**src/rtl/lcd_text_refresh_pkg.sv**
```systemverilog
// Shared definitions for the LCD text refresher: HD44780 command bytes,
// controller state encoding and the power-up command sequence.
package lcd_text_refresh_pkg;

    localparam logic [7:0] LCD_FUNC_8B2L = 8'h38;
    localparam logic [7:0] LCD_DISP_ON   = 8'h0C;
    localparam logic [7:0] LCD_ENTRY_INC = 8'h06;
    localparam logic [7:0] LCD_CLEAR     = 8'h01;
    localparam logic [7:0] LCD_LINE1     = 8'h80;
    localparam logic [7:0] LCD_LINE2     = 8'hC0;

    typedef enum logic [2:0] {
        ST_PWRUP,
        ST_INIT,
        ST_ADDR,
        ST_FETCH,
        ST_WRITE,
        ST_NEXT
    } state_t;

    // Power-up command for a given step of the init sequence.
    function automatic logic [7:0] init_cmd(input logic [1:0] step);
        case (step)
            2'd0:    init_cmd = LCD_FUNC_8B2L;
            2'd1:    init_cmd = LCD_DISP_ON;
            2'd2:    init_cmd = LCD_ENTRY_INC;
            default: init_cmd = LCD_CLEAR;
        endcase
    endfunction

endpackage

```
**src/rtl/lcd_text_refresh_us_tick.sv**
```systemverilog
// Enable-clock generator: one-clock strobe every DIV system clocks.
module lcd_us_tick #(
    parameter int DIV = 50
) (
    input  logic clk,
    input  logic rst,
    output logic o_tick
);
    localparam int            CW   = (DIV > 1) ? $clog2(DIV) : 1;
    localparam logic [CW-1:0] LAST = CW'(DIV - 1);

    logic [CW-1:0] r_cnt;
    logic          r_tick;

    // Free-running divider; the strobe is registered so it is glitch free.
    always_ff @(posedge clk) begin
        if (rst) begin
            r_cnt  <= '0;
            r_tick <= 1'b0;
        end else if (r_cnt == LAST) begin
            r_cnt  <= '0;
            r_tick <= 1'b1;
        end else begin
            r_cnt  <= r_cnt + 1'b1;
            r_tick <= 1'b0;
        end
    end

    assign o_tick = r_tick;

endmodule

```
**src/rtl/lcd_text_refresh.sv**
```systemverilog
// Refreshes a 16x2 HD44780 LCD from a character source addressed by index.
// One timer counts microsecond ticks for every wait. In each bus write the
// timer value selects the phase: E rises on the second tick after the byte is
// driven (so setup is at least one full us even when entered mid-period),
// falls one tick later, and the write completes after the settle wait.
module lcd_text_refresh
    import lcd_text_refresh_pkg::*;
#(
    parameter int CLK_HZ   = 50_000_000,
    parameter int PWRUP_MS = 20,
    parameter int CMD_US   = 50,
    parameter int CLR_US   = 2000
) (
    input  logic       clk,
    input  logic       rst,
    input  logic [7:0] char_in,
    output logic [4:0] index,
    output logic       lcd_e,
    output logic       lcd_rs,
    output logic       lcd_rw,
    output logic [7:0] lcd_data,
    output logic       frame_done
);
    localparam int            TW         = $clog2(PWRUP_MS * 1000 + 1);
    localparam logic [TW-1:0] PWRUP_LAST = TW'(PWRUP_MS * 1000 - 1);
    localparam logic [TW-1:0] E_RISE_AT  = TW'(1);
    localparam logic [TW-1:0] E_FALL_AT  = TW'(2);
    localparam logic [TW-1:0] CMD_DONE   = TW'(CMD_US + 2);
    localparam logic [TW-1:0] CLR_DONE   = TW'(CLR_US + 2);

    logic          w_tick;
    logic [TW-1:0] w_done_at;

    state_t        r_state;
    logic [TW-1:0] r_timer;
    logic [1:0]    r_init_idx;
    logic          r_fetch_cnt;
    logic [4:0]    r_index;
    logic          r_e;
    logic          r_rs;
    logic [7:0]    r_data;
    logic          r_frame_done;

    lcd_us_tick #(
        .DIV(CLK_HZ / 1_000_000)
    ) u_us_tick (
        .clk   (clk),
        .rst   (rst),
        .o_tick(w_tick)
    );

    // Clear-display needs the long settle; data bytes of 8'h01 do not.
    assign w_done_at = (!r_rs && (r_data == LCD_CLEAR)) ? CLR_DONE : CMD_DONE;

    // Controller FSM with timer, index counter and registered bus outputs.
    always_ff @(posedge clk) begin
        if (rst) begin
            r_state      <= ST_PWRUP;
            r_timer      <= '0;
            r_init_idx   <= 2'd0;
            r_fetch_cnt  <= 1'b0;
            r_index      <= 5'd0;
            r_e          <= 1'b0;
            r_rs         <= 1'b0;
            r_data       <= 8'h00;
            r_frame_done <= 1'b0;
        end else begin
            r_frame_done <= 1'b0;
            case (r_state)
                ST_PWRUP: begin
                    if (w_tick) begin
                        if (r_timer == PWRUP_LAST) begin
                            r_timer    <= '0;
                            r_init_idx <= 2'd0;
                            r_rs       <= 1'b0;
                            r_data     <= init_cmd(2'd0);
                            r_state    <= ST_INIT;
                        end else begin
                            r_timer <= r_timer + 1'b1;
                        end
                    end
                end
                ST_INIT, ST_ADDR, ST_WRITE: begin
                    if (w_tick) begin
                        if (r_timer == E_RISE_AT) begin
                            r_e     <= 1'b1;
                            r_timer <= r_timer + 1'b1;
                        end else if (r_timer == E_FALL_AT) begin
                            r_e     <= 1'b0;
                            r_timer <= r_timer + 1'b1;
                        end else if (r_timer == w_done_at) begin
                            r_timer <= '0;
                            if (r_state == ST_INIT) begin
                                if (r_init_idx == 2'd3) begin
                                    r_data  <= LCD_LINE1;
                                    r_state <= ST_ADDR;
                                end else begin
                                    r_init_idx <= r_init_idx + 2'd1;
                                    r_data     <= init_cmd(r_init_idx + 2'd1);
                                end
                            end else if (r_state == ST_ADDR) begin
                                r_fetch_cnt <= 1'b0;
                                r_state     <= ST_FETCH;
                            end else begin
                                r_state <= ST_NEXT;
                            end
                        end else begin
                            r_timer <= r_timer + 1'b1;
                        end
                    end
                end
                ST_FETCH: begin
                    // The source registers char_in one clock after index moves,
                    // so sample on the second clock of a stable index.
                    if (!r_fetch_cnt) begin
                        r_fetch_cnt <= 1'b1;
                    end else begin
                        r_data  <= char_in;
                        r_rs    <= 1'b1;
                        r_timer <= '0;
                        r_state <= ST_WRITE;
                    end
                end
                ST_NEXT: begin
                    if (r_index == 5'd31) begin
                        r_frame_done <= 1'b1;
                        r_index      <= 5'd0;
                        r_rs         <= 1'b0;
                        r_data       <= LCD_LINE1;
                        r_state      <= ST_ADDR;
                    end else if (r_index == 5'd15) begin
                        r_index <= 5'd16;
                        r_rs    <= 1'b0;
                        r_data  <= LCD_LINE2;
                        r_state <= ST_ADDR;
                    end else begin
                        r_index     <= r_index + 5'd1;
                        r_fetch_cnt <= 1'b0;
                        r_state     <= ST_FETCH;
                    end
                end
                default: r_state <= ST_PWRUP;
            endcase
        end
    end

    assign index      = r_index;
    assign lcd_e      = r_e;
    assign lcd_rs     = r_rs;
    assign lcd_rw     = 1'b0;
    assign lcd_data   = r_data;
    assign frame_done = r_frame_done;

endmodule

```
**config.mk**
```make
export PLATFORM = sky130hd
export DESIGN_NAME = lcd_text_refresh
export DESIGN_NICKNAME = d
export VERILOG_FILES = /design/src/rtl/lcd_text_refresh_pkg.sv /design/src/rtl/lcd_text_refresh_us_tick.sv /design/src/rtl/lcd_text_refresh.sv
export SDC_FILE = /design/constraint.sdc
export NUM_CORES = 1
export LEC_CHECK = 0
export BUFFER_PORTS_ARGS = -buffer_cell sky130_fd_sc_hd__buf_2
export CORE_UTILIZATION = 38
export CTS_CLUSTER_DIAMETER = 50
export DETAILED_ROUTE_END_ITERATION = 16
export GPL_ROUTABILITY_DRIVEN = 0
export MAX_ROUTING_LAYER = met4
export SETUP_SLACK_MARGIN = 0.4
export SLEW_MARGIN = 25
export SYNTH_ARGS = -nofsm -noshare
export SYNTH_HDL_FRONTEND = slang
export SYNTH_SLANG_ARGS = --single-unit
```
**constraint.sdc**
```tcl
create_clock -name clk -period 2.2 [get_ports clk]
set_input_delay 0.11 -clock clk [delete_from_list [all_inputs] [get_ports clk]]
set_output_delay 0.11 -clock clk [all_outputs]
set_load 0.01 [all_outputs]
```
* Word-level counts from Yosys, hierarchy flattened
Cells that the tools add are included.
Storage, ports and cells: bits in registers 44, bits of input ports 10, output and inout bits 17, word-level logic and storage cells 132
Operators by class: add/subtract/negate cells 4, equality and inequality tests 31, muxes and demuxes 65, bitwise logic cells 1, reduce and logical (&&, ||, !) cells 20
Operators with widths (number):
- 15-bit two-way mux | 7
- 8-bit two-way mux | 11
- 15-bit one-hot mux with 3 select lines | 1
- 8-bit one-hot mux with 4 select lines | 1
- 3-bit two-way mux | 10
- 2-bit inequality test, second input constant | 11
- 1-bit two-way mux | 19
- 6-bit one-hot mux with 3 select lines | 1
- 9-bit AND reduction | 2
- 2-bit two-way mux | 8
- 15-bit by 1-bit adder with 15-bit output, second input constant | 1
- 15-bit by 1-bit equality test with 1-bit output, second input constant | 1
- 15-bit by 11-bit equality test with 1-bit output | 1
- 15-bit equality test, second input constant | 1
- 15-bit by 2-bit equality test with 1-bit output, second input constant | 1
- 3-bit one-hot mux with 4 select lines | 1
- 11-bit two-way mux | 1
- 5-bit two-way mux | 2
- 10-bit AND reduction | 1
- 3-bit nonzero test | 3
- 8-bit by 1-bit equality test with 1-bit output, second input constant | 1
- 8-bit AND reduction | 1
- 6-bit by 1-bit adder with 6-bit output, second input constant | 1
- 3-bit by 2-bit equality test with 1-bit output, second input constant | 2
- 25 further kinds | 32

* Longest topological paths before layout
Gate-level depths: netlist of the first run.
word-level depth 10, depth in mapped cells 9, gate-level depth less buffers 8

* Cells and area by module
From an unflattened synthesis of the first run, not the netlist that was laid out.
Unflattened totals: cell total of the unflattened synthesis 309, area, all modules 2494.9 um2
Modules (own cells, without submodules):
- lcd_text_refresh | times used 1, cells an instance 282, area an instance 2220.9 um2, sequential area each 740.7 um2
- lcd_us_tick | times used 1, cells an instance 27, area an instance 274.0 um2, sequential area each 140.1 um2

* Worst setup path before layout of the first run
Ideal clock, no wire load.
path type register to register, start register r_index[0] (netlist: index[0]), end register r_data[3] (netlist: lcd_data[3]), setup time 0.128 ns, data arrival time 2.016 ns, required time 2.072 ns, path slack 0.056 ns, stages on the path, launching flop included 10, path buffers 1, clock period less this slack 2.144 ns, cell sequence dfxtp_1 ha_1 and3_1 ha_1 nor4_2 a21oi_1 o211ai_2 buf_6 mux2i_1 nor2_1
Between the ends: word-level cells in the longest chain between the ends 3, elaborated cells between the ends (all ways) 6, classes of those cells eq/ne (3); mux (2); reduce/logical (1)
Ends and longest elaborated chain:
- from (decl) | line lcd_text_refresh.sv:38 | logic [4:0] r_index;
- from (signal assigned) | line lcd_text_refresh.sv:137 | r_index <= r_index + 5'd1;
- 5-bit equality test / 5-bit by 4-bit equality test with 1-bit output (equally long branches) | line lcd_text_refresh.sv:125, lcd_text_refresh.sv:131
- 3-bit inequality test (no source line) / 8-bit two-way mux (equally long branches)
- 10-bit AND reduction (no source line) / 8-bit one-hot mux with 4 select lines (equally long branches)
- to (signal assigned) | line lcd_text_refresh.sv:76 | r_data <= init_cmd(2'd0);
- to (signal assigned) | line lcd_text_refresh.sv:99 | r_data <= init_cmd(r_init_idx + 2'd1);
- to (signal assigned) | line lcd_text_refresh.sv:118 | r_data <= char_in;
- to (decl) | line lcd_text_refresh.sv:41 | logic [7:0] r_data;
Several ways; a longest one is shown, not always the timed one. A chain may end at the register's enable or synchronous reset.

* Final worst setup path of the first run
start register r_data[3] (netlist: lcd_data[3]), end register r_data[0] (netlist: lcd_data[0])
Between the ends: word-level cells in the longest chain between the ends 6
Ends and longest elaborated chain:
- 8-bit by 1-bit equality test with 1-bit output | line lcd_text_refresh.sv:53 | assign w_done_at = (!r_rs && (r_data == LCD_CLEAR)) ? CLR_DONE : CMD_DONE;
- 1-bit logical AND | line lcd_text_refresh.sv:53
- 11-bit two-way mux | line lcd_text_refresh.sv:53
- 15-bit by 11-bit equality test with 1-bit output | line lcd_text_refresh.sv:91 | end else if (r_timer == w_done_at) begin
- 2-bit inequality test (no source line)
- 10-bit AND reduction (no source line)
No other way between the ends.

==> flow_summary.ini, run 1 <==
[routing]
detail_route.first_pass.iterations = 12
routedWlPerCell_um = 13.75
postRouteWirelength_um = 5857
drc_errors = 0
ant_nets = 0
post_drt_via_cell_ratio = 5.336
dr_total_vias = 2273
drt_iter0_markers = 136

[cells_and_area]
fin_cells = 426
n_antenna_cell = 0
area.growth.synth_to_final_pct = 23.11
final_layout_size_suffix_gt1_frac = 0.2779
nNetsFinal = 371

[die]
floorplan.die_area_sq_um = 7160
die-height_um = 84.62
die_width_um = 84.62
core.rowCount = 29
core_sq_um = 6459
starting_utilization_of_the_core_area = 0.4016
num_io_pins = 27

[timing]
finalMaxSlewViolations = 0
fin_skew_ns = 0.009573
final-setup-viol-count = 0
max_freq_mhz = 511.8
hold_ws_ns = 0.2489
period_utilization_post_route = 0.8881
finalSetupTns_ns = 0
worstMarginPinSlew_ns = 0.5582
slew_headroom = 0.6279
timing.final.hold_violations = 0
rsz0062_at_grt = yes
post-route-min-period_ns = 1.954

[power]
leakagePower_nw = 1.283
power.density_cell_area_nw_per_um2 = 461.3
vdd_ir_drop_max_mv = 0.3025
total_power_mw = 1.473

[cts]
htree_levels = 2
post_cts_hold_buffer_count = 0
clock_sinks = 44
clock_insertion_delay_worst_skew_ns = 0.30
cts.reportedPaths.clkPinSlew_ns = 0.09
cts.path.max_buffers = 2
cts_made_buffers = 5
cts_tree = yes
clk_root_buffer_cell = sky130_fd_sc_hd__clkbuf_8

[synthesis]
yosys_register_bits = 44
synthesis.instances = 310
ys_seq_area_frac = 0.3396
syn_avg_cell_area_sq_um = 8.367
synth_top_cells_by_count = sky130_fd_sc_hd__nor2_1, sky130_fd_sc_hd__dfxtp_1, sky130_fd_sc_hd__a21oi_1, sky130_fd_sc_hd__nand2_1, sky130_fd_sc_hd__o21ai_0
top_cells_by_area_in_the_synthesized_netlist = sky130_fd_sc_hd__dfxtp_1, sky130_fd_sc_hd__nor2_1, sky130_fd_sc_hd__ha_1, sky130_fd_sc_hd__xor2_1, sky130_fd_sc_hd__a21oi_1
post-synth-top-area-fraction = 0.3396
number_of_nets_in_the_synthesized_netlist = 333
yosysMostFrequentCell = sky130_fd_sc_hd__nor2_1
synthArstFlopShare = 0
synth_enable_flop_cells = 0
ys_dominant_reg_cell = sky130_fd_sc_hd__dfxtp_1
synth_top_cell_by_area = sky130_fd_sc_hd__dfxtp_1
synthesis.area_sq_um = 2594
synth.yosys.warnings = 0
cell_variety_after_synth = 56

[placement]
port_buffers = 25
dp_hpwl_um = 4127
place.detailed.instances = 406

[global_route]
grt_use_total = 0.1785
wire_length_of_the_first_global_routing_pass_um = 10060
number_of_global_route_vias_before_repair = 2174
grt_overflow = 0
pin_count_of_the_biggest_net_entering_global_routing = 30
grt_antenna_before_repair = 0

[run]
max-cap-violations = 0

[critical_path]
worst_setup_path_end_kind = flop
critical_path.slowest_cell = sky130_fd_sc_hd__dfxtp_2
data_arrival_time_of_the_critical_path_ns = 2.12
path_max_fanout = 5
critical-path-max-stage-delay_ns = 0.34
worstPathCellList = nor4_4 -> nand4_1 -> mux2i_4 -> o211ai_4 -> buf_6 -> mux2i_1 -> nor2_1
setup.worst_path.class = reg2reg
timing.critical_path.required_ns = 2.37
worstSetupStartpointType = flop

[run_status]
outcome = complete, no violations

[worst_hold_path]
holdCritPathClass = in2reg
## registers in the layout, summed over array words and instances (netlist names)
register / count
index: 5
u_us_tick.r_cnt: 6
r_state: 3
frame_done: 1
r_timer: 15
r_init_idx: 2
lcd_data: 8
r_fetch_cnt: 1
lcd_e: 1
lcd_rs: 1
u_us_tick.o_tick: 1
## timing repair
action	4_1_cts	5_1_grt
gates resized for setup	16	24
buffers inserted	5	6
gates cloned	1	0
setup endpoints to repair	28	33
pin swaps	5	9
## cell usage in the layout (no fill, tap or decap), types with 8 or more instances in the layout
master and n:
sky130_fd_sc_hd__dfxtp_1 33, sky130_fd_sc_hd__inv_1 15, sky130_fd_sc_hd__nand3_1 14, sky130_fd_sc_hd__ha_1 9, sky130_fd_sc_hd__buf_4 19, sky130_fd_sc_hd__xor2_1 12
sky130_fd_sc_hd__buf_2 25, sky130_fd_sc_hd__mux2i_1 8, sky130_fd_sc_hd__nand2_1 18, sky130_fd_sc_hd__a21oi_1 15, sky130_fd_sc_hd__o21ai_0 12, sky130_fd_sc_hd__nor2_1 51
## report_power, final
| group | switching (mW) | internal [mW] |
|---|---|---|
| registers | 0.00679 | 0.797 |
| logic | 0.0242 | 0.0201 |
| clock network | 0.287 | 0.337 |
## metal layers
| metal | up-vias | GRT usage | wire length, um |
|---|---|---|---|
| met5 | - | - | 0 |
| met4 | 0 | 0.05855 | 58 |
| met3 | 7 | 0.03048 | 207 |
| met2 | 42 | 0.2875 | 2744 |
| met1 | 1057 | 0.2275 | 2847 |
| li1 | 1167 | - | - |
## stage by stage
stage | setup WS, ns | util | area, sq um
detailed placement | 0.1882 | 0.4399 | 2841
finish | 0.2463 | 0.4944 | 3193
floorplan | 0.2701 | - | 2640
CTS | 0.2389 | 0.4725 | 3052
global route | 0.09891 | 0.4944 | 3193
global placement | 0.2057 | 0.4399 | 2841
## kinds of logic after synthesis
group                    count (synthesis)  synth area share
buffers and inverters                   32           0.06126
multiplexers                             9           0.03956
adder cells (fa/ha/maj)                 15           0.07091
XOR/XNOR                                19           0.06416
AO/OA/AOI/OAI                           60            0.1582
AND/OR/NAND/NOR                        130            0.2648
flip-flops                              44            0.3396
other                                    1          0.001446
## critical path, delay by kind of cell, from the launching register on
kind            cells  cell delay, ns
flops               1            0.34
simple gates        3            0.58
compound gates      1            0.26
buf+inv             1            0.17
mux                 2            0.47
## cell type report
class | instances | area, sq um
clock buffers | 6 | 72.57
clock inverters | 2 | 35.03
fillers | 630 | 3266
inverters | 15 | 56.30
multi-input cells | 234 | 1715
flip-flops and latches | 44 | 904.6
well taps | 77 | 96.34
repair buffers | 48 | 312.8
## path summary, 6_finish.rpt
check | end | start | slack [ns] | depth (start not counted)
hold / removal | lcd_data[6] | char_in[6] | 0.25 | 5
setup reg to reg | lcd_data[0] | lcd_data[3] | 0.25 | 7
setup / recovery | lcd_data[0] | lcd_data[3] | 0.25 | 7
hold reg to reg | u_us_tick.r_cnt[0] | u_us_tick.r_cnt[0] | 0.46 | 1
No activity file was read; power rests on OpenSTA's default activity.
==> run 2: changes to the inputs <==
CORE_ASPECT_RATIO = 1.4   (was default)
==> flow_summary.ini, run 2 (same netlist as run 1, synthesis figures left out) <==
[run_status]
outcome = complete, no violations

[worst_hold_path]
holdCritPathClass = in2reg

[cts]
cts.reportedPaths.clkPinSlew_ns = 0.08
post_cts_hold_buffer_count = 0
htree_levels = 2
cts_made_buffers = 5
clk_root_buffer_cell = sky130_fd_sc_hd__clkbuf_8
clock_insertion_delay_worst_skew_ns = 0.31
cts_tree = yes
clock_sinks = 44
cts.path.max_buffers = 2

[routing]
ant_nets = 0
detail_route.first_pass.iterations = 4
post_drt_via_cell_ratio = 5.472
dr_total_vias = 2342
drc_errors = 0
drt_iter0_markers = 102
routedWlPerCell_um = 15.66
postRouteWirelength_um = 6701

[timing]
period_utilization_post_route = 0.8875
finalSetupTns_ns = 0
timing.final.hold_violations = 0
final-setup-viol-count = 0
slew_headroom = 0.6160
postLayoutSetupSlackWorst_ns = 0.2476
fin_skew_ns = 0.009265
max_freq_mhz = 512.2
hold_ws_ns = 0.2541
finalMaxSlewViolations = 0
post-route-min-period_ns = 1.952
worstMarginPinSlew_ns = 0.5759
rsz0062_at_grt = yes

[cells_and_area]
register_name_with_the_most_flops = r_timer
final_layout_size_suffix_gt1_frac = 0.3418
nNetsFinal = 377
layout_common_cells = sky130_fd_sc_hd__nor2_1, sky130_fd_sc_hd__dfxtp_1, sky130_fd_sc_hd__buf_2
seq_area_sq_um = 913.4
fin_cells = 428
flip_flop_count_of_the_largest_register_after_layout = 15
nFillCells = 631
area.growth.synth_to_final_pct = 25.47
final_design_area_no_fill_sq_um = 3254
final_common_cell = sky130_fd_sc_hd__nor2_1
multi_input_area_sq_um = 1753
fin_util = 0.4954
n_antenna_cell = 0

[die]
core.rowCount = 35
die-height_um = 99.76
die_width_um = 71.83
core_sq_um = 6569
floorplan.die_area_sq_um = 7165
num_io_pins = 27
starting_utilization_of_the_core_area = 0.3949

[global_route]
number_of_global_route_vias_before_repair = 2184
wire_length_of_the_first_global_routing_pass_um = 10680
pin_count_of_the_biggest_net_entering_global_routing = 30
grt_antenna_before_repair = 0
grt_overflow = 0
grt_use_total = 0.1976

[critical_path]
data_arrival_time_of_the_critical_path_ns = 2.16
timing.critical_path.required_ns = 2.41
critical_path.slowest_cell = sky130_fd_sc_hd__dfxtp_4
path_max_fanout = 6
worstPathCellList = buf_4 -> nor4b_2 -> nand4_1 -> mux2i_4 -> o211ai_4 -> buf_6 -> o41ai_2
worstSetupStartpointType = flop
setup.worst_path.class = reg2reg
critical-path-max-stage-delay_ns = 0.37
worst_setup_path_end_kind = flop

[power]
leakagePower_nw = 1.276
power.switching_fraction = 0.2319
power.switching_mw = 0.3120
p_clk_frac = 0.366
power.density_cell_area_nw_per_um2 = 413.5
p_int_mw = 1.034
total_power_mw = 1.346
comb_power_share = 0.037
p_seq_frac = 0.597
vdd_ir_drop_max_mv = 0.3854

[placement]
port_buffers = 25
post_dp_cell_area_sq_um = 2845
placement.setup.worst_slack_ns = 0.2124
place.detailed.instances = 404
dp_hpwl_um = 4625

[run]
max-cap-violations = 0
-- run 2: path summary, 6_finish.rpt --
kind | start | to | slack, ns | cells after the start
worst max-delay path | r_timer[1] | lcd_data[6] | 0.25 | 7
worst min-delay path | char_in[7] | lcd_data[7] | 0.25 | 5
worst max register to register | r_timer[1] | lcd_data[6] | 0.25 | 7
worst min register to register | u_us_tick.r_cnt[0] | u_us_tick.r_cnt[0] | 0.47 | 1
-- run 2: power groups by stage --
| stage | sequential (mW) | combinational [mW] | clock, mW |
|---|---|---|---|
| global route | 0.804 | 0.0568 | 0.537 |
| floorplan | 0.824 | 0.0290 | 0 |
| finish | 0.803 | 0.0500 | 0.493 |
| global placement | 0.826 | 0.0416 | 0 |
| detailed placement | 0.826 | 0.0430 | 0 |
| CTS | 0.806 | 0.0485 | 0.500 |
-- run 2: final cells by class --
cell class | count | area share
inverters | 15 | 0.01730
clock buffers | 6 | 0.02230
flip-flops and latches | 44 | 0.2807
clock inverters | 1 | 0.001538
well taps | 74 | 0.02845
multi-input cells | 234 | 0.5386
repair buffers | 54 | 0.1111
-- run 2: routing by layer --
metal,GRT usage,vias up,part of all wire
met1,0.2084,1089,0.41
li1,-,1174,-
met2,0.3433,55,0.51
met3,0.03141,24,0.032
met5,-,-,0
met4,0.1161,0,0.046
-- run 2: worst max-delay path, delay by kind of cell (launching register included) --
| family | cells | cell delay (ns) |
|---|---|---|
| simple gates | 2 | 0.41 |
| flops | 1 | 0.37 |
| buf+inv | 2 | 0.29 |
| mux | 1 | 0.31 |
| compound gates | 2 | 0.46 |
-- run 2: timing repair --
item / in CTS / in global routing
pin swaps: 21 / 14
setup endpoints to repair: 29 / 31
gates cloned: 2 / 0
buffers inserted: 4 / 11
gates resized for setup: 34 / 30
hold endpoints to repair: 0 / 0
